`src/rtl/sync_debounce_edge.sv`:
```
// Per-bit debounce filter with registered rise/fall pulses.
// Sits directly after the synchronizer flop chain in the destination clock domain.
module sync_debounce_edge #(
  parameter int unsigned              DATA_WIDTH    = 4,
  parameter int unsigned              STABLE_CYCLES = 8,
  parameter logic [DATA_WIDTH-1:0]    RESET_LEVEL   = '0
) (
  input  logic                  clk,
  input  logic                  rst,
  input  logic                  en,
  input  logic [DATA_WIDTH-1:0] in,
  output logic [DATA_WIDTH-1:0] level,
  output logic [DATA_WIDTH-1:0] rise,
  output logic [DATA_WIDTH-1:0] fall,
  output logic                  changed
);

  localparam int unsigned     CntW   = $clog2(STABLE_CYCLES + 1);
  localparam logic [CntW-1:0] CntMax = CntW'(STABLE_CYCLES - 1);

  logic [DATA_WIDTH-1:0][CntW-1:0] cnt_q, cnt_d;
  logic [DATA_WIDTH-1:0]           level_q, level_d;
  logic [DATA_WIDTH-1:0]           rise_q, rise_d;
  logic [DATA_WIDTH-1:0]           fall_q, fall_d;

  always_comb begin
    cnt_d   = cnt_q;
    level_d = level_q;
    rise_d  = '0;
    fall_d  = '0;
    if (en) begin
      for (int i = 0; i < int'(DATA_WIDTH); i++) begin
        if (in[i] == level_q[i]) begin
          cnt_d[i] = '0;
        end else if (cnt_q[i] == CntMax) begin
          // Enough consecutive differing samples: accept and pulse on the same edge.
          level_d[i] = in[i];
          cnt_d[i]   = '0;
          rise_d[i]  = in[i];
          fall_d[i]  = ~in[i];
        end else begin
          cnt_d[i] = cnt_q[i] + 1'b1;
        end
      end
    end
  end

  always_ff @(posedge clk) begin
    if (rst) begin
      cnt_q   <= '0;
      level_q <= RESET_LEVEL;
      rise_q  <= '0;
      fall_q  <= '0;
    end else begin
      cnt_q   <= cnt_d;
      level_q <= level_d;
      rise_q  <= rise_d;
      fall_q  <= fall_d;
    end
  end

  assign level   = level_q;
  assign rise    = rise_q;
  assign fall    = fall_q;
  assign changed = |(rise_q | fall_q);

endmodule

```
`config.mk`:
```
export PLATFORM = sky130hd
export DESIGN_NAME = sync_debounce_edge
export DESIGN_NICKNAME = d
export VERILOG_FILES = /design/src/rtl/sync_debounce_edge.sv
export SDC_FILE = /design/constraint.sdc
export NUM_CORES = 1
export LEC_CHECK = 0
export CAP_MARGIN = 0
export CORE_UTILIZATION = 30
export DETAILED_ROUTE_END_ITERATION = 8
export GPL_ROUTABILITY_DRIVEN = 0
export GPL_TIMING_DRIVEN = 1
export PLACE_DENSITY = 0.48
export SLEW_MARGIN = 30
export SYNTH_ARGS = -nofsm -noshare
export SYNTH_HDL_FRONTEND = slang
export SYNTH_SLANG_ARGS = --single-unit
```
`constraint.sdc`:
```
create_clock -name clk -period 1.9 [get_ports clk]
set_clock_uncertainty 0.15 [all_clocks]
set_input_delay 0.38 -clock clk [delete_from_list [all_inputs] [get_ports clk]]
set_output_delay 0.38 -clock clk [all_outputs]
set_load 0.03 [all_outputs]
```
==> out/qor.csv, run 1 <==
metric,value,unit
outcome,completed,
total grt overflow,0,
Post-synth EDFFs,0,
Cell Rows,24,
crit path buf inv count,1,
fin nets,184,
Net Sw Frac,0.206,
# DRC,0,
syn nets,153,
CP Launch Type,register,
Max Transition Viols Final,0,
worst-case clock buffer depth,2,
sw power,240,uW
top-level I/O count,20,
Synth Cell Area,1380,um^2
met3 wire length,117,um
sequential share of the synthesized area,0.405,
CTS tree,yes,
final setup vio count,0,
RSZ-0062 raised after global routing,no,
crit path cell chain,clkdlybuf4s50_1,
Root Buffer,clkbuf_8,
layout cells sized above 1,0.169,
PwrDens,642,nW/um^2
Met2 Wirelength,1280,um
largest net degree at the start of global routing,17,
worst hold slack,0.354,ns
remaining antenna violation count after routing,0,
Yosys warnings,0,
die height,69.9,um
dpl cells,220,
Post-CTS Setup Bufs,0,
Die X,69.9,um
Starting Density,0.316,
"Design Area, Final",1810,um^2
post-route insts no fill,224,
clk_lat worst skew,0.27,ns
PortBufs,19,
critical path arrival,1.30,ns
Worst path slowest cell,clkdlybuf4s50_1,
CORE AREA,4380,um^2
slew margin rel.,0.763,
Tcrit/Tclk final,0.964,
Logic pwr share,0.082,
Top Layer Used,met4,
1st-iter DRT viols,41,
nature of the critical path endpoint,primary output,
CP Max Fanout,2,
Via density,5.05,
Initial DRT Pass Iterations,5,
Max Cap Viol,0,
Syn Inst Count,142,
first-pass GRT wire length,4940,um
total number of vias,1131,
peak supply drop,0.565,mV
vias in the first global route,1075,
dominant register cell in the synthesized netlist,dfxtp_1,
critical path class,reg2out,
Clock Sink Count,28,
CTS H-Tree Depth,1,
register share of total power,0.516,
Placed Area,1720,um^2
Seq cells post-synth,28,
crit-path leading delay family,buffers and inverters,
M1 WL,1460,um
Wirelength per Cell,12.8,um
internal power,924,uW
CP required,1.37,ns
leakage power,0.000748,uW
Tot Pwr,1160,uW
Num CTS Buffers,3,
Syn Area/Cell,9.75,um^2
distinct cell type count after synthesis,24,
Worst-path clk slew,0.10,ns
Post-synth ARST share,0,
crit-path max cell delay,0.68,ns
die area,4890,um^2
Fin. Hold Viols,0,
Worst-Margin Slew,0.355,ns
Hold Crit Class,reg2reg,
fillers,430,
drt total wl,2880,um
synthesis-to-layout area growth,30.9,%
Ant. Diodes,0,
Detail Placement HPWL,2120,um
All-Layer GR Usage,0.126,
Max Fclk,546,MHz
fin crit period,1.83,ns
initial antenna violation count,0,
Clk network pwr share,0.402,
==> metrics by stage <==
step,setup WS [ns],util,setup TNS [ns]
5_1_grt,0.00633,0.413,0
2_1_floorplan,0.448,-,0
4_1_cts,-0.0140,0.412,-0.0267
3_3_place_gp,-0.0682,0.393,-0.0682
6_report,0.0687,0.413,0
3_5_place_dp,-0.0812,0.393,-0.0812
==> layout make-up <==
type	instances	area (um^2)	area share
multi-input combinational	103	790	0.436
sequential	28	561	0.309
timing repair buffer	33	310	0.171
tap	52	65.1	0.0359
clock buffer	3	41.3	0.0228
clock inverter	1	30.0	0.0166
inverter	4	15.0	0.00829
==> power by group through the flow <==
stage,clock (uW),combinational (uW),sequential (uW)
after global placement,0,93.0,613
after detailed placement,0,95.6,614
after CTS,496,96.3,600
after global routing,520,105,602
after floorplan,0,49.9,612
final,468,95.7,600
==> synthesized netlist by cell type (5+ instances only) <==
| library cell | number | area share |
|---|---|---|
| nand3_1 | 12 | 0.043 |
| dfxtp_1 | 28 | 0.41 |
| nor3b_1 | 9 | 0.049 |
| buf_2 | 6 | 0.022 |
| nand4b_1 | 8 | 0.051 |
| a21oi_1 | 8 | 0.029 |
| nand2_1 | 5 | 0.014 |
| nand2b_1 | 12 | 0.054 |
==> kinds of logic (layout without fill, tap and decap cells) <==
family                   after synthesis  count (layout)  synth area share
AO/OA/AOI/OAI                         24              24             0.125
XOR/XNOR                               4               4            0.0470
adder cells (fa/ha/maj)                4               4            0.0362
buffers and inverters                 11              41            0.0353
flip-flops                            28              28             0.405
multiplexers                           4               4            0.0289
AND/OR/NAND/NOR                       67              67             0.323
==> layer usage <==
metal	GRT usage	vias up
met1	0.173	522
met4	0.0267	0
li1	-	582
met2	0.197	25
met5	0	-
met3	0.0361	2
==> final timing paths <==
path	from	end	slack [ns]	cells past startpoint
min	cnt_q[13]	cnt_q[13]	0.35	2
max reg2reg	cnt_q[0]	fall[0]	0.30	4
max	rise[0]	rise[0]	0.07	1
min reg2reg	cnt_q[13]	cnt_q[13]	0.35	2
==> state kept, by name (all words and copies together) (netlist names) <==
name,flops
cnt_q,16
fall,4
level,4
rise,4
==> placed cells by master (no fill, tap or decap), drive strengths merged, types with 5 or more instances in the layout <==
cell           count
buf               14
dfxtp             28
a21oi              8
nand2              5
nand2b            12
clkdlybuf4s50     12
nor3b             12
nand4b             8
nand3             12
==> what timing repair did <==
action / CTS / global route
setup endpoints to repair: 2 / 5
gates cloned: 0 / 0
gates resized for setup: 6 / 5
hold buffers: 0 / 0
No activity file was read; power rests on OpenSTA's default activity.
==> inputs of run 2 (changes only) <==
==> constraint.sdc (replaced) <==
create_clock -name clk -period 1.7 [get_ports clk]
set_clock_uncertainty 0.15 [all_clocks]
set_input_delay 0.34 -clock clk [delete_from_list [all_inputs] [get_ports clk]]
set_output_delay 0.34 -clock clk [all_outputs]
set_load 0.03 [all_outputs]
==> out/qor.csv, run 2 (synthesis gave the netlist of run 1 again) <==
metric,value,unit
Tcrit/Tclk final,0.974,
clk_lat worst skew,0.28,ns
crit-path max cell delay,0.33,ns
Num CTS Buffers,3,
CP required,1.21,ns
Largest Register,cnt_q,
RSZ-0062 raised after global routing,yes,
1st-iter DRT viols,47,
Max Transition Viols Final,0,
Cell Rows,24,
max reg flops,16,
Max Cap Viol,0,
first-pass GRT wire length,5040,um
fin nets,193,
total number of vias,1153,
All-Layer GR Usage,0.126,
CORE AREA,4380,um^2
TNS Setup,0,ns
Worst-path clk slew,0.10,ns
initial antenna violation count,0,
Clock Sink Count,28,
worst-case clock buffer depth,2,
Fin. Hold Viols,0,
die area,4890,um^2
top-level I/O count,20,
nature of the critical path endpoint,primary output,
# DRC,0,
Hold Crit Class,reg2reg,
die height,69.9,um
crit path cell chain,nor4_2 > nand2_1 > buf_2,
CTS H-Tree Depth,1,
layout cells sized above 1,0.249,
drt total wl,2940,um
PwrDens,654,nW/um^2
CTS tree,yes,
register share of total power,0.555,
Starting Density,0.316,
Root Buffer,clkbuf_8,
worst hold slack,0.354,ns
CP Max Fanout,2,
largest net degree at the start of global routing,22,
critical path arrival,1.17,ns
final setup vio count,0,
remaining antenna violation count after routing,0,
vias in the first global route,1109,
Post-CTS Setup Bufs,0,
Wirelength per Cell,12.6,um
Worst path slowest cell,dfxtp_1,
"Hold-fix buffers, CTS",0,
Via density,4.95,
slew margin rel.,0.792,
fin crit period,1.66,ns
Ant. Diodes,0,
PortBufs,19,
Logic pwr share,0.097,
crit path buf inv count,1,
"commonest non-fill, non-tap cell in the layout",dfxtp_1,
Clk network pwr share,0.347,
peak supply drop,0.306,mV
internal power,935,uW
crit-path leading delay family,simple AND/OR/NAND/NOR gates,
Max Fclk,604,MHz
critical path class,reg2out,
CP Launch Type,register,
sw power,275,uW
Die X,69.9,um
most frequent cells in the layout,"dfxtp_1, buf_4, nand2b_1, nand3_1, dlygate4sd2_1",
synthesis-to-layout area growth,33.7,%
Net Sw Frac,0.227,
Worst-Margin Slew,0.314,ns
leakage power,0.000751,uW
Initial DRT Pass Iterations,4,
total grt overflow,0,
Detail Placement HPWL,2130,um
outcome,completed,
==> run 2: power groups by stage <==
stage / combinational [uW] / sequential, uW / clock [uW]
after CTS: 118 / 671 / 435
final: 118 / 672 / 420
after global routing: 130 / 674 / 463
after global placement: 115 / 686 / 0
after floorplan: 55.8 / 684 / 0
after detailed placement: 117 / 686 / 0
==> run 2: final timing paths <==
path / start / cells past startpoint / endpoint / slack (ns)
max: rise[3] / 3 / changed / 0.04
min: cnt_q[12] / 2 / cnt_q[12] / 0.35
max reg2reg: cnt_q[1] / 4 / rise[0] / 0.12
min reg2reg: cnt_q[12] / 2 / cnt_q[12] / 0.35
==> run 2: layout make-up <==
cell class	instances	area (um^2)
inverters	4	15.0
well taps	52	65.1
multi-input cells	103	796
flip-flops and latches	28	564
repair buffers	42	355
fillers	435	2530
clock buffers	4	55.1
==> run 2: worst min-delay path: stages, from the launching register on <==
cell,delay (ns)
dfxtp_2,0.35
nand2b_1,0.07
a21oi_1,0.05
==> run 2: routing by layer <==
metal / GRT usage / vias to the layer above / part of all wire
met2: 0.214 / 12 / 0.48
met4: 0.0400 / 0 / 0.013
li1: - / 597 / -
met3: 0.0188 / 4 / 0.021
met1: 0.165 / 540 / 0.48
met5: 0 / - / 0
==> run 2: what timing repair did <==
action,in CTS,in global routing
resized for setup,16,9
cloned,0,0
pin swaps,1,0
endpoints found under the setup margin,13,5
==> run 2: stage by stage <==
| step | total power (uW) | worst slack (ns) | cell area [um^2] | utilization | instances |
|---|---|---|---|---|---|
| floorplan | 740 | 0.248 | 1380 | - | 142 |
| global placement | 800 | -0.180 | 1790 | 0.408 | 229 |
| detailed placement | 803 | -0.189 | 1790 | 0.408 | 229 |
| CTS | 1220 | -0.116 | 1840 | 0.419 | 233 |
| global route | 1270 | -0.0311 | 1850 | 0.422 | 233 |
| finish | 1210 | 0.0449 | 1850 | 0.422 | 233 |
